### config.mk
export PLATFORM = sky130hd
export DESIGN_NAME = mdu_iter
export DESIGN_NICKNAME = d
export VERILOG_FILES = /design/src/rtl/mdu_iter.sv
export SDC_FILE = /design/constraint.sdc
export NUM_CORES = 1
export LEC_CHECK = 0
export ABC_AREA = 0
export CORE_MARGIN = 2
export CORE_UTILIZATION = 30
export DETAILED_ROUTE_END_ITERATION = 10
export GPL_TIMING_DRIVEN = 0
export HOLD_SLACK_MARGIN = 0.06
export SKIP_LAST_GASP = 1
export SLEW_MARGIN = 20
export SYNTH_ARGS = -nofsm -noshare
export SYNTH_HDL_FRONTEND = slang
export SYNTH_SLANG_ARGS = --single-unit
### constraint.sdc
create_clock -name clk -period 6.64 [get_ports clk]
set_clock_uncertainty 0.1 [all_clocks]
set_input_delay 1.328 -clock clk [delete_from_list [all_inputs] [get_ports clk]]
set_output_delay 1.328 -clock clk [all_outputs]
set_load 0.05 [all_outputs]
### src/rtl/mdu_iter.sv
// Iterative multiply/divide unit: radix-2 shift-add multiply and restoring divide,
// one bit per cycle, with sign fix-up, cancel and direct HI/LO writes.
module mdu_iter #(
    parameter int unsigned WIDTH = 32,
    parameter int unsigned CNTW  = $clog2(WIDTH)
) (
    input  logic             clk,
    input  logic             reset,
    input  logic             start,
    input  logic             op,
    input  logic             sgn,
    input  logic [WIDTH-1:0] srca,
    input  logic [WIDTH-1:0] srcb,
    input  logic             cancel,
    input  logic             hiwe,
    input  logic             lowe,
    input  logic [WIDTH-1:0] wdata,
    output logic             busy,
    output logic             prodv,
    output logic             divzero,
    output logic [WIDTH-1:0] hi,
    output logic [WIDTH-1:0] lo
);

    typedef enum logic [1:0] {IDLE, RUN, FIX} state_t;

    state_t           st, st_n;
    logic [CNTW-1:0]  cnt, cnt_n;
    logic             op_r, op_n;
    logic             nega, nega_n, negb, negb_n;
    logic [WIDTH-1:0] acc, acc_n, q, q_n, b, b_n;
    logic [WIDTH-1:0] hi_n, lo_n;
    logic             prodv_n, divzero_n, busy_n;

    logic [WIDTH-1:0]   absa, absb, quo, rem;
    logic [WIDTH:0]     sum, trial;
    logic [2*WIDTH-1:0] prod;

    // next-state and datapath: acc/q form the product pair or the remainder/quotient pair
    always_comb begin
        st_n      = st;
        cnt_n     = cnt;
        op_n      = op_r;
        nega_n    = nega;
        negb_n    = negb;
        acc_n     = acc;
        q_n       = q;
        b_n       = b;
        hi_n      = hi;
        lo_n      = lo;
        divzero_n = divzero;
        prodv_n   = 1'b0;

        absa  = (sgn && srca[WIDTH-1]) ? -srca : srca;
        absb  = (sgn && srcb[WIDTH-1]) ? -srcb : srcb;
        sum   = {1'b0, acc} + (q[0] ? {1'b0, b} : '0);
        trial = {acc, q[WIDTH-1]} - {1'b0, b};
        prod  = (nega ^ negb) ? -{acc, q} : {acc, q};
        quo   = (nega ^ negb) ? -q : q;
        rem   = nega ? -acc : acc;

        case (st)
            IDLE: begin
                if (start && !cancel) begin
                    st_n   = RUN;
                    cnt_n  = CNTW'(WIDTH - 1);
                    op_n   = op;
                    nega_n = sgn & srca[WIDTH-1];
                    negb_n = sgn & srcb[WIDTH-1];
                    acc_n  = '0;
                    q_n    = absa;
                    b_n    = absb;
                end else begin
                    if (hiwe) hi_n = wdata;
                    if (lowe) lo_n = wdata;
                end
            end
            RUN: begin
                if (cancel) begin
                    st_n = IDLE;
                end else begin
                    if (!op_r) begin
                        acc_n = sum[WIDTH:1];
                        q_n   = {sum[0], q[WIDTH-1:1]};
                    end else if (!trial[WIDTH]) begin
                        acc_n = trial[WIDTH-1:0];
                        q_n   = {q[WIDTH-2:0], 1'b1};
                    end else begin
                        acc_n = {acc[WIDTH-2:0], q[WIDTH-1]};
                        q_n   = {q[WIDTH-2:0], 1'b0};
                    end
                    cnt_n = cnt - CNTW'(1);
                    if (cnt == '0) st_n = FIX;
                end
            end
            FIX: begin
                st_n = IDLE;
                if (!cancel) begin
                    prodv_n = 1'b1;
                    if (!op_r) begin
                        {hi_n, lo_n} = prod;
                        divzero_n    = 1'b0;
                    end else if (b == '0) begin
                        // zero divisor leaves the dividend in acc; rem restores its sign
                        hi_n      = rem;
                        lo_n      = '1;
                        divzero_n = 1'b1;
                    end else begin
                        hi_n      = rem;
                        lo_n      = quo;
                        divzero_n = 1'b0;
                    end
                end
            end
            default: st_n = IDLE;
        endcase

        busy_n = (st_n != IDLE);
    end

    always_ff @(posedge clk or posedge reset) begin
        if (reset) begin
            st      <= IDLE;
            cnt     <= '0;
            op_r    <= 1'b0;
            nega    <= 1'b0;
            negb    <= 1'b0;
            acc     <= '0;
            q       <= '0;
            b       <= '0;
            hi      <= '0;
            lo      <= '0;
            prodv   <= 1'b0;
            divzero <= 1'b0;
            busy    <= 1'b0;
        end else begin
            st      <= st_n;
            cnt     <= cnt_n;
            op_r    <= op_n;
            nega    <= nega_n;
            negb    <= negb_n;
            acc     <= acc_n;
            q       <= q_n;
            b       <= b_n;
            hi      <= hi_n;
            lo      <= lo_n;
            prodv   <= prodv_n;
            divzero <= divzero_n;
            busy    <= busy_n;
        end
    end

endmodule

# Word-level counts from Yosys, hierarchy flattened
# Cells that the tools add are included.
# classes
add_sub_neg	8
n_mux	38
bitwise	4
n_reduce_logical	15
eq_ne	8
# ops
operator	count
two-way mux 32 bit	21
case mux 32 bit (2 select lines)	4
negator 32 bit	4
two-way mux 64 bit	1
negator 64 bit	1
adder 32 x 32 -> 33 bit	1
subtractor 33 x 32 -> 33 bit	1
zero test 32 bit	1
inequality test 2 bit, second input constant	6
two-way mux 5 bit	2
case mux 5 bit (2 select lines)	1
AND reduction 4 bit	2
two-way mux 2 bit	3
nonzero test 2 bit	3
zero test 5 bit	1
two-way mux 1 bit	5
subtractor 5 x 1 -> 5 bit, second input constant	1
case mux 2 bit (2 select lines)	1
AND reduction 2 bit	2
logical AND 1 bit	3
AND reduction 3 bit	1
bitwise AND 1 bit	2
== test 2 x 1 -> 1 bit, second input constant	1
== test 2 bit, second input constant	1
4 further kinds	4
# totals
output_inout_bits	67
regBits	173
in_bits	104
word_cells	86

# Logic depth before layout (Yosys ltp)
# Gate-level depths: netlist (run 1).
# logic_depth
depth_word	6
depth_mapped	14

# Least setup slack after synthesis (run 1)
# No wires, ideal clock.
# synth_timing
path_type	input port to flip-flop
from	input srcb[4]
to	register b[29]
arrival_ns	3.603
setup_ns	0.133
path_slack_ns	2.804
required_ns	6.407
path_stages	9
path_cell_list	or3_1 or4_1 nand2b_1 nor2b_2 nand3b_1 or4_1 o41ai_2 xor2_1 o21ai_0
# synth_between
elab_chain_len	2
# synth_rtl
item	line	source
start: declaration	13	input logic [WIDTH-1:0] srcb,
negator 32 bit	55	absb = (sgn && srcb[WIDTH-1]) ? -srcb : srcb;
two-way mux 32 bit	55	
end signal: assignment	144	b <= b_n;
end: declaration	31	logic [WIDTH-1:0] acc, acc_n, q, q_n, b, b_n;
# No other way between the ends.
# A chain may end at the register's enable or synchronous reset.

# Worst setup path in the final report (run 1)
# layout_timing
from	register q[0]
to	register hi[14]
# layout_between
elab_chain_len	5
# layout_rtl
item	line	source
start: declaration	31	
start signal: assignment	143	q <= q_n;
negator 64 bit	58	prod = (nega ^ negb) ? -{acc, q} : {acc, q};
two-way mux 64 bit	58	
two-way mux 32 bit	100	if (!op_r) begin
two-way mux 32 bit	98	if (!cancel) begin
case mux 32 bit (2 select lines)	62	case (st)
end signal: assignment	145	hi <= hi_n;
end: declaration	21	output logic [WIDTH-1:0] hi,
# No other way between the ends. The select of a mux whose other input is x is not followed.

==> results of run 1 <==
[cell type report]
| class | instances | area (um^2) | area share |
|---|---|---|---|
| buffer | 103 | 407 | 0.0231 |
| tap | 615 | 769 | 0.0438 |
| multi-input combinational | 1503 | 9460 | 0.538 |
| timing repair buffer | 172 | 1760 | 0.0999 |
| clock buffer | 18 | 429 | 0.0244 |
| sequential | 173 | 4330 | 0.246 |
| clock inverter | 14 | 156 | 0.00890 |
| inverter | 70 | 270 | 0.0154 |
[sequential cells by signal, indices dropped and copies added (netlist names)]
register / count
divzero: 1
op_r: 1
st: 2
busy: 1
hi: 32
lo: 32
cnt: 5
negb: 1
acc: 32
prodv: 1
q: 32
b: 32
nega: 1
[report_power, final]
part / switching (uW) / internal, uW
combinational: 2560 / 1550
clock: 511 / 533
sequential: 457 / 1310
total: 3530 / 3390
[stage by stage]
stage,hold slack [ps],setup slack (ps),utilization
after detailed placement,370,1920,0.357
after CTS,385,2210,0.369
final,380,2170,0.369
after global placement,364,-2310,0.355
after global routing,405,1880,0.369
after floorplan,344,524,-
[layer usage]
metal  part of all wire  vias up
met4              0.025        0
met2               0.46      587
met3              0.067       74
met5                  0        -
met1               0.45     7116
li1                   -     7042
[logic make-up (layout without fill, tap and decap cells)]
family / after synthesis / count (layout)
muxes: 44 / 44
DFF: 173 / 173
AOI/OAI and AO/OA: 617 / 617
and+or+nand+nor: 596 / 596
adders and majority gates: 71 / 71
xor gates and xnor gates: 175 / 175
buffers and inverters: 173 / 377
[critical path, stage by stage, from the launching register on]
cell,delay (ps)
dfrtp_1,510
inv_1,290
clkbuf_1,600
ha_1,290
nor3b_1,570
nand4_1,410
or2_2,390
clkbuf_1,230
nor3b_1,250
a211oi_1,100
xnor2_1,280
a21oi_1,140
a21o_1,180
[worst paths after layout]
kind / slack (ps) / to / depth (start not counted)
min in group asynchronous: 1150 / q[9] / 2
worst max register to register: 2170 / hi[14] / 12
worst min register to register: 380 / hi[22] / 2
max in group asynchronous: 4240 / hi[24] / 4
worst min-delay path: 380 / hi[22] / 2
worst max-delay path: 2170 / hi[14] / 12
[layout by cell type, fill, tap and decap left out, types with 11 or more instances in the layout]
master	count
nor4_1	25
nor2b_1	11
inv_1	69
clkdlybuf4s50_1	170
xnor2_1	96
nand4_1	15
o22ai_1	23
a21oi_1	139
nor2_1	128
a21o_1	27
nand2_1	232
a211oi_1	12
o211ai_1	21
mux2i_1	42
nand3_1	36
o21ai_0	253
and3_1	22
clkbuf_1	92
nor3_1	28
dfrtp_1	173
ha_1	69
or3_1	24
and2_1	11
or4_1	12
o31ai_1	28
xor2_1	79
a31oi_1	22
a22oi_1	12
nand2b_1	21
clkbuf_16	17
==> impl_metrics.toml, run 1 <==
[run_status]
status = "finished clean"

[global_route]
grt_most_used_layer = "met2"
grtUsageMet2 = 0.349
grt.met3_usage = 0.0337
antenna_found_initial = 0
grt_pass1_vias = 14200
grt_first_pass_wirelength_um = 84200
grt_max_degree = 69
grt_overflow = 0
track_usage = 0.218
grtUsageMet1 = 0.300

[synth]
synth_cell_types = 80
synth_most_common_cell = "o21ai_0"
synth_top_area_frac = 0.299
synth_top_family_by_area = "compound AO/OA/AOI/OAI gates"
yosys_warnings = 0
synth_edf_count = 0
netlist_area_um2 = 14500
synth_area_leaders = "dfrtp_1 (30%), o21ai_0 (8.8%), nand2_1 (6.0%)"
synth-simple-area-share = 0.195
syn_inst = 1849
synthXorXnorAreaFrac = 0.106
ys_seq_elements = 173
synth_mux_area_frac = 0.0308
synth-compound-area-share = 0.260
synth_area_leader_cell = "dfrtp_1"
synth_common_cells = "o21ai_0 (253), nand2_1 (232), dfrtp_1 (173), a21oi_1 (139), nor2_1 (128)"
synth_fa_ha_area_frac = 0.0625
seq_area_frac_synth = 0.299
synthFlopType = "dfrtp_1"
syn_area_per_cell_um2 = 7.82
synth_nets = 2024
ys_async_sr_fraction = 1.00

[sta]
rsz0062_at_grt = "no"
drv_slew = 0
setup_viol = 0
relSlewSlack = 0.387
max_freq_mhz = 224
final.min_clock_period_ps = 4470
tns_ps = 0
tightestPinTransition_ps = 916
hold_violations = 0
timing.final.crit_share = 0.673

[routing]
num_vias = 14800
firstDrtPassIters = 5
post_drt_via_cell_ratio = 5.55
routed_wirelength_um = 54700
drtAntennaViolNets = 0
drt_iter0_markers = 1284
wl_per_cell_um = 20.5
drc = 0

[placement]
routabilityCongestion = 0.945
post_dp_cell_area_um2 = 17000
dp_hpwl_um = 43800
portBuffers = 170
dp.cells = 2636

[clocking]
root_buffer = "clkbuf_16"
cts_made_buffers = 17
cts.sinks = 173
path_clk_slew_ps = 80
postCtsSetupBuffers = 0
clk_path_buf_depth = 2
post_cts_resized = 0
cts_htree_levels = 4
cts_hold_buf = 0
cts_tree = "yes"
clock_latency_ps = 470

[final_layout]
design_area_um2 = 17600
syn_to_final_growth_pct = 21.6
antenna_cells = 0
nNetsFinal = 2215
fillers = 5007
drive_above_1_share = 0.0336
fin_cells = 2668

[die]
fp-row-count = 80
io_pins = 171
die-height_um = 224
dieArea_um2 = 50000
die_w_um = 224
core-area_um2 = 47600
initial_core_util = 0.303

[critical_path]
path_class = "reg -> reg"
critPathRequiredTime_ps = 6900
start_kind = "flip-flop"
crit_arrival_ps = 4730
end_kind = "flip-flop"
crit_path_start = "q[0]"
reg2reg_from = "q[0]"
crit_fanout = 10

[power]
power.density_nw_per_um2 = 394
peakVddDrop_v = 0.000235
p_total_uw = 6930
power_leakage_uw = 0.00730

[run]
drv_cap = 0

[min_path]
min_from = "hi[22]"
hp-class = "reg -> reg"
Note: power is estimated with default switching activity, not from simulation.
==> inputs of run 2 (changes only) <==
==> constraint.sdc (replaced) <==
create_clock -name clk -period 4.1 [get_ports clk]
set_clock_uncertainty 0.1 [all_clocks]
set_input_delay 0.82 -clock clk [delete_from_list [all_inputs] [get_ports clk]]
set_output_delay 0.82 -clock clk [all_outputs]
set_load 0.05 [all_outputs]
==> run 2 against run 1 <==
  * Flip-flop and latch count unchanged
  * Power increased by 64%
  * First-iteration DRC count increased by 5.6%
  * Sequential share of layout area decreased by 0.31 points
  * Routed wire length increased by 0.56%
  * Global-route usage about the same
  * Largest power group unchanged
  * Highest routed layer unchanged
  * Clock power increased by 68%
  * Non-clock buffer count increased by 13
==> impl_metrics.toml, run 2 (same netlist as run 1, synthesis figures left out) <==
[placement]
portBuffers = 170
dp.cells = 2641
routabilityCongestion = 0.963
dp_hpwl_um = 44000

[critical_path]
crit_path_start = "acc[11]"
reg2reg_from = "acc[11]"
path_class = "reg -> reg"
reg2reg_depth = 12
crit_end = "acc[0]"
crit_fanout = 10
crit_arrival_ps = 4210
r2r_slack_ps = 150
reg2reg_to = "acc[0]"
end_kind = "flip-flop"
critPathRequiredTime_ps = 4360
start_kind = "flip-flop"

[sta]
timing.final.crit_share = 0.963
max_freq_mhz = 253
hold_violations = 0
rsz0062_at_grt = "no"
setup_viol = 0
tightestPinTransition_ps = 1100
relSlewSlack = 0.262
drv_slew = 0
final.min_clock_period_ps = 3950

[final_layout]
syn_to_final_growth_pct = 23.3
regArea_um2 = 4330
fillers = 4979
fin_cells = 2682
final_cell_mix = "o21ai_0 (253), nand2_1 (232), clkdlybuf4s50_1 (170)"
multi_input_area_um2 = 9530
final_common_cell = "o21ai_0"
drive_above_1_share = 0.0465
nNetsFinal = 2228

[routing]
routed_wirelength_um = 55000
drc = 0
wl_per_cell_um = 20.5
drtAntennaViolNets = 0
drt_iter0_markers = 1356
firstDrtPassIters = 6
num_vias = 14900
post_drt_via_cell_ratio = 5.57

[global_route]
grt_pass1_vias = 14300
antenna_found_initial = 1
grt_first_pass_wirelength_um = 84700
track_usage = 0.218
grt_overflow = 0
grt_max_degree = 34

[clocking]
cts.sinks = 173
cts_tree = "yes"
clk_path_buf_depth = 2
cts_made_buffers = 17
root_buffer = "clkbuf_16"
cts_htree_levels = 4
path_clk_slew_ps = 80
clock_latency_ps = 470

[die]
fp-row-count = 80
core-area_um2 = 47600
initial_core_util = 0.303
die_w_um = 224
die-height_um = 224
io_pins = 171
dieArea_um2 = 50000

[run]
drv_cap = 0

[power]
power.density_nw_per_um2 = 636
p_total_uw = 11300
peakVddDrop_v = 0.000357
power_leakage_uw = 0.00740

[min_path]
hp-class = "reg -> reg"

[run_status]
status = "finished clean"
## run 2: cell types whose count changed in the layout (fill, tap and decap cells not counted), sizes merged
cell / delta
inv: -2
diode: +1
bufinv: +1
clkinv: -1
buf: +12
clkbuf: +3
## run 2: through the flow
step | setup TNS (ps) | setup slack [ps] | hold WS [ps] | util | area, um^2
after CTS | -10.1 | -10.1 | 380 | 0.372 | 17700
after detailed placement | -6130 | -286 | 369 | 0.358 | 17100
after global placement | -135800 | -662 | 360 | 0.355 | 16900
after floorplan | 0 | 538 | 344 | - | 14500
after global routing | 0 | 4.65 | 402 | 0.374 | 17800
final | 0 | 151 | 379 | 0.374 | 17800
## run 2: cell type report
cell class | count | area share
multi-input combinational | 1503 | 0.535
sequential | 173 | 0.243
timing repair buffer | 185 | 0.106
tap | 615 | 0.0432
clock buffer | 20 | 0.0256
buffer | 103 | 0.0236
inverter | 70 | 0.0149
clock inverter | 12 | 0.00849
antenna | 1 | 0.000140
## run 2: how the worst min path moves through the flow
| stage | from | to | depth (start not counted) |
|---|---|---|---|
| floorplan | cnt[4] | st[1] | 1 |
| global placement | cnt[4] | st[1] | 1 |
| detailed placement | lo[16] | lo[16] | 2 |
| CTS | cnt[4] | st[1] | 1 |
| global route | cnt[4] | st[1] | 1 |
| finish | lo[16] | lo[16] | 2 |
## run 2: power by group
group | switching (uW) | total, uW | internal (uW) | leakage [uW]
Combinational | 4130 | 6710 | 2580 | 0.00497
Sequential | 752 | 2870 | 2120 | 0.00213
Clock | 801 | 1750 | 948 | 0.000296
Total | 5680 | 11300 | 5650 | 0.00740
## run 2: layer usage
| metal | global-route usage | vias up | part of all wire | routed length (um) |
|---|---|---|---|---|
| li1 | - | 7091 | - | - |
| met1 | 0.299 | 7217 | 0.45 | 24800 |
| met2 | 0.354 | 559 | 0.46 | 25200 |
| met3 | 0.0340 | 75 | 0.068 | 3710 |
| met4 | 0.0622 | 0 | 0.024 | 1340 |
| met5 | 0 | - | 0 | 0 |
## run 2: repair_timing
action | in CTS | in global routing
pin swaps | 2 | 3
setup endpoints to repair | 42 | 42
gates resized for setup | 9 | 11
setup buffers | 3 | 5
hold buffers | 0 | 0
## run 2: worst max-delay path, cell delays in order (launching register included)
cell and delay [ps]:
dfrtp_1 560, ha_1 460, nand2_1 100, or4_4 550
nor2_1 290, o311ai_4 220, o31ai_4 350, mux2i_4 360
and2_1 180, buf_6 150, buf_6 170, o211ai_1 100
a31o_1 250
